===== config.mk =====
export PLATFORM = sky130hd
export DESIGN_NAME = top_datapath_flat
export DESIGN_NICKNAME = d
export VERILOG_FILES = /design/src/rtl/top_datapath_if.sv /design/src/rtl/top_datapath.sv /design/src/flat_wrapper.sv
export SDC_FILE = /design/constraint.sdc
export NUM_CORES = 2
export LEC_CHECK = 0
export ABC_AREA = 1
export BUFFER_PORTS_ARGS = -buffer_cell sky130_fd_sc_hd__buf_2
export CORE_MARGIN = 2
export CORE_UTILIZATION = 55
export DETAILED_ROUTE_END_ITERATION = 10
export GPL_TIMING_DRIVEN = 0
export PLACE_DENSITY = 0.77
export SETUP_SLACK_MARGIN = 0.3
export SLEW_MARGIN = 20
export SYNTH_ARGS = -nofsm -noshare
export SYNTH_HDL_FRONTEND = slang
export SYNTH_SLANG_ARGS = --single-unit

===== constraint.sdc =====
create_clock -name clk -period 13.5 [get_ports clk]
set_clock_uncertainty 0.05 [all_clocks]
set_input_delay 0 -clock clk [delete_from_list [all_inputs] [get_ports clk]]
set_output_delay 0 -clock clk [all_outputs]
set_load 0.1 [all_outputs]

===== src/rtl/top_datapath_if.sv =====
// Flat bus bundle for top_datapath: op words in, registered results/status out.
interface top_datapath_if;
    logic [138:0] in_flat;
    logic [158:0] out_flat;

    modport master (
        output in_flat,
        input  out_flat
    );

    modport slave (
        input  in_flat,
        output out_flat
    );
endinterface


===== src/rtl/top_datapath.sv =====
// top_datapath: registered single-issue ALU, 64-bit accumulator and rolling checksum.
// One packed op word per cycle on in_flat; every out_flat bit comes straight from a flop.
// Optional macro TOP_DATAPATH_SAT_EN: accumulator saturates at all-ones instead of wrapping.
module top_datapath (
    input  logic          clk,
    input  logic          rst_n,
    top_datapath_if.slave bus
);

    logic [31:0] op_a;
    logic [31:0] op_b;
    logic [31:0] op_c;
    logic [31:0] op_d;
    logic [2:0]  opcode;
    logic        valid;
    logic        clear;
    logic [4:0]  rot_amt;
    logic        unused_shamt_msb;

    assign op_a             = bus.in_flat[31:0];
    assign op_b             = bus.in_flat[63:32];
    assign op_c             = bus.in_flat[95:64];
    assign op_d             = bus.in_flat[127:96];
    assign opcode           = bus.in_flat[130:128];
    assign valid            = bus.in_flat[131];
    assign clear            = bus.in_flat[132];
    assign rot_amt          = bus.in_flat[137:133];
    assign unused_shamt_msb = bus.in_flat[138];

    logic [31:0] alu_res;
    logic        alu_carry;
    logic [63:0] rot_buf;
    logic [5:0]  alu_ones;
    logic [64:0] acc_sum;

    logic [63:0] acc_q,     acc_d;
    logic [31:0] result_q,  result_d;
    logic [31:0] chk_q,     chk_d;
    logic [15:0] vcount_q,  vcount_d;
    logic        carry_q,   carry_d;
    logic        zero_q,    zero_d;
    logic        ovf_q,     ovf_d;
    logic        rvalid_q,  rvalid_d;
    logic [2:0]  last_op_q, last_op_d;
    logic [5:0]  popcnt_q,  popcnt_d;

    // ALU: compute this cycle's result and carry/borrow from the decoded op word
    always_comb begin
        alu_res   = '0;
        alu_carry = 1'b0;
        rot_buf   = '0;
        case (opcode)
            3'd0: {alu_carry, alu_res} = {1'b0, op_a} + {1'b0, op_b};
            3'd1: begin
                alu_res   = op_a - op_b;
                alu_carry = (op_a < op_b);
            end
            3'd2: alu_res = op_a & op_b;
            3'd3: alu_res = op_c ^ op_d;
            3'd4: alu_res = {16'b0, op_a[15:0]} * {16'b0, op_b[15:0]};
            3'd5: begin
                // upper half of the doubled word shifted left is the left rotation
                rot_buf = {op_a, op_a} << rot_amt;
                alu_res = rot_buf[63:32];
            end
            3'd6: alu_res = (op_a < op_b) ? op_a : op_b;
            default: alu_res = (op_a < op_b) ? op_b : op_a;
        endcase
    end

    // Population count of the ALU result
    always_comb begin
        alu_ones = '0;
        for (int unsigned i = 0; i < 32; i++) begin
            alu_ones = alu_ones + {5'b0, alu_res[i]};
        end
    end

    // Next-state: clear beats valid; an idle cycle only drops rvalid
    always_comb begin
        acc_d     = acc_q;
        result_d  = result_q;
        chk_d     = chk_q;
        vcount_d  = vcount_q;
        carry_d   = carry_q;
        zero_d    = zero_q;
        ovf_d     = ovf_q;
        rvalid_d  = 1'b0;
        last_op_d = last_op_q;
        popcnt_d  = popcnt_q;
        acc_sum   = {1'b0, acc_q} + {33'b0, alu_res};

        if (clear) begin
            acc_d    = '0;
            ovf_d    = 1'b0;
            chk_d    = '0;
            vcount_d = '0;
        end else if (valid) begin
            result_d  = alu_res;
            last_op_d = opcode;
            rvalid_d  = 1'b1;
            vcount_d  = vcount_q + 16'd1;
            popcnt_d  = alu_ones;
            zero_d    = (alu_res == '0);
            carry_d   = alu_carry;
            chk_d     = {chk_q[30:0], chk_q[31]} ^ op_d ^ alu_res;
            if (acc_sum[64]) begin
                ovf_d = 1'b1;
`ifdef TOP_DATAPATH_SAT_EN
                acc_d = '1;
`else
                acc_d = acc_sum[63:0];
`endif
            end else begin
                acc_d = acc_sum[63:0];
            end
        end
    end

    // State register with synchronous active-low reset
    always_ff @(posedge clk) begin
        if (!rst_n) begin
            acc_q     <= '0;
            result_q  <= '0;
            chk_q     <= '0;
            vcount_q  <= '0;
            carry_q   <= 1'b0;
            zero_q    <= 1'b0;
            ovf_q     <= 1'b0;
            rvalid_q  <= 1'b0;
            last_op_q <= '0;
            popcnt_q  <= '0;
        end else begin
            acc_q     <= acc_d;
            result_q  <= result_d;
            chk_q     <= chk_d;
            vcount_q  <= vcount_d;
            carry_q   <= carry_d;
            zero_q    <= zero_d;
            ovf_q     <= ovf_d;
            rvalid_q  <= rvalid_d;
            last_op_q <= last_op_d;
            popcnt_q  <= popcnt_d;
        end
    end

    assign bus.out_flat = {2'b00, popcnt_q, last_op_q, rvalid_q, ovf_q, zero_q, carry_q,
                           vcount_q, chk_q, result_q, acc_q};

endmodule


===== src/flat_wrapper.sv =====
// flat-port wrapper written by rule: the top's interface ports become plain ports
module top_datapath_flat 
  (clk, rst_n, bus_in_flat, bus_out_flat);
  top_datapath_if bus_i ();
  input  logic clk;
  input  logic rst_n;
  input wire logic [$bits(bus_i.in_flat)-1:0] bus_in_flat;
  output wire logic [$bits(bus_i.out_flat)-1:0] bus_out_flat;
  assign bus_i.in_flat = bus_in_flat;
  assign bus_out_flat = bus_i.out_flat;
  top_datapath u_core (.clk(clk), .rst_n(rst_n), .bus(bus_i));
endmodule

==> impl_metrics.ini <==
[placement]
dp_hpwl_mm = 110
gp_congestion = 1.09
io_buffers = 290
dpl.cell_count = 5645
placed_area_mm2 = 0.0307

[synthesis]
yosysWarnings = 0
yosysTopAreaCellShare_pct = 15.6
async_flop_share_pct = 0
synth_area_leaders = fa_1, nand2_1, inv_1
synth-edff-count = 0
synth.most_common_cell = nand2_1
syn-instance-count = 4674
ys_ff_latch = 157
netlist_area_mm2 = 0.0284
synth-seq-area-share_pct = 11.1
synth_commonest_cells = nand2_1, inv_1, nand3_1
synth_cell_types = 57
synth_top_cell_by_area = fa_1
synth_top_flop_cell = dfxtp_1
synth.avg_cell_area_um2 = 6.08

[clock_network]
numClockSinks = 157
numCtsBuffers = 17
post_cts_buffers = 0
clockBufferDepth = 2
cts_tree = built
clock_latency_ns = 0.46
cts_max_level = 4
clkTransAtPathRegs_ns = 0.08
cts_root_buf = clkbuf_16

[die]
die_h_um = 231
die_x_um = 231
dieArea_mm2 = 0.0535
pin_count = 300
coreArea_mm2 = 0.0512
row_count = 83
initial_core_util_pct = 55.5

[timing]
max_freq_mhz = 80.7
setup_viol = 0
timing.setup.tns_ns = 0
hold_violations = 0
fin_crit_sh_pct = 91.7
maxSlewViolCount = 0
slew_headroom_pct = 17.5
rsz0062_at_grt = false
period_needed_ns = 12.38
tightest_slew_ns = 1.23

[cells_and_area]
finish.utilization_pct = 61.5
stdcell_area_mm2 = 0.0315
instances_no_fill = 5700
drive_above_1_share_pct = 8.51
area_growth_pct = 10.9
nets = 5575

[critical_path]
required_ns = 13.84
cp_data_arrival_time_ns = 12.72
crit_slowest_cell = clkbuf_1
crit_type = input pin to flip-flop
cpPeakStageDelay_ns = 0.78
cp-end-kind = flip-flop
r2r.worst_path.cells = 13
cp-start-kind = input pin
crit_top_cell = fa_1
cp_max_fo = 10

[detailed_routing]
viasPerCell = 5.84
drcViolationCount = 0
wl_mm = 133
dr.pass1.iters = 7
drt_iter0_markers = 4378
antenna_left = 0
vias = 33300
wl_per_cell_um = 23.3

[outcome]
outcome = finished clean

[power_and_ir_drop]
power_uw = 8100
p_leak_uw = 0.0176
peakVddDrop_mv = 0.807
power_density_mw_per_mm2 = 257

[global_route]
grt_usage_pct = 48.9
grt_max_degree = 18
grt_pass1_wl_mm = 192
antenna_found_initial = 7
grt_pass1_vias = 31000
grt-ovfl-total = 0

[run]
maxCapViolCount = 0

[hold_path]
worst_hold_path.num_cells = 5
hp-class = input pin to flip-flop
[state kept, by name, indices dropped and copies added (netlist names)]
signal / cells
u_core.popcnt_q: 6
u_core.chk_q: 32
u_core.result_q: 32
u_core.acc_q: 64
u_core.vcount_q: 16
u_core.rvalid_q: 1
u_core.zero_q: 1
u_core.ovf_q: 1
u_core.last_op_q: 3
u_core.carry_q: 1
[metrics by stage]
step | hold slack [ns] | worst slack [ns]
4_1_cts | 0.000958 | 1.58
6_report | 0.00888 | 1.12
3_3_place_gp | 0.269 | 1.19
3_5_place_dp | 0.288 | 1.17
2_1_floorplan | 0.0997 | 3.80
5_1_grt | 0.0453 | 0.832
[path summary, 6_finish.rpt]
| check | slack [ns] | startpoint | end |
|---|---|---|---|
| min reg2reg | 0.44 | u_core.popcnt_q[4]$_SDFFE_PN0P_ | u_core.popcnt_q[4]$_SDFFE_PN0P_ |
| max reg2reg | 9.96 | u_core.acc_q[0]$_SDFFE_PP0P_ | u_core.acc_q[26]$_SDFFE_PP0P_ |
| min | 0.009 | bus_in_flat[119] | u_core.chk_q[23]$_SDFFE_PP0P_ |
| max | 1.12 | bus_in_flat[9] | u_core.popcnt_q[4]$_SDFFE_PN0P_ |
[layer usage]
metal,routed length [µm],share of wire (%),global-route usage [%]
met1,48200,36,59.2
met3,18500,14,16.8
met5,39,0.029,0
met2,56000,42,74.2
met4,9940,7.5,30.8
[final cells by class]
class,instances,area [µm²]
Tap cell,680,851
Clock inverter,15,155
Clock buffer,17,425
Antenna cell,4,10.0
Timing Repair Buffer,309,1640
Multi-Input combinational cell,3394,20900
Inverter,925,3470
Fill cell,5118,19700
Buffer,199,901
Sequential cell,157,3140
[report_power, final]
part | internal, µW | total (µW) | switching, µW
sequential | 497 | 526 | 29.5
combinational | 2410 | 7090 | 4670
clock | 246 | 490 | 244
total | 3160 | 8100 | 4950
[what timing repair did]
action                                 4_1_cts  5_1_grt
gates resized for setup                      0        0
endpoints found under the hold margin       22        0
hold buffers                                19        0
[critical path: cells and delay by family]
| kind | cells | cell delay [ns] |
|---|---|---|
| adder cells (fa/ha/maj) | 15 | 7.36 |
| buffers and inverters | 11 | 2.35 |
| AND/OR/NAND/NOR | 10 | 1.69 |
| AO/OA/AOI/OAI | 5 | 1.10 |
| XOR/XNOR | 1 | 0.19 |
[placed cells by master (no fill, tap or decap), types with 24 or more instances in the layout]
cell	n
inv_1	910
buf_1	24
clkbuf_1	130
nand4_1	42
nor3_1	41
dfxtp_1	157
nand2_1	1176
ha_1	210
nand3b_1	29
xor2_1	71
xnor2_1	48
fa_1	221
buf_2	312
o21ai_0	206
a21oi_1	269
nand3_1	458
o211ai_1	27
nor2_1	419
[cell families (layout without fill, tap and decap cells)]
kind of cell / after synthesis / count (layout) / synth area share (%)
DFF: 157 / 157 / 11.1
adders and majority gates: 431 / 431 / 24.8
buffers and inverters: 1124 / 1465 / 15.4
xor gates and xnor gates: 119 / 119 / 3.67
and+or+nand+nor: 2231 / 2231 / 33.2
other: 1 / 6 / 0.0132
AOI/OAI and AO/OA: 611 / 611 / 11.9
Power figures use the tool's default switching activity.
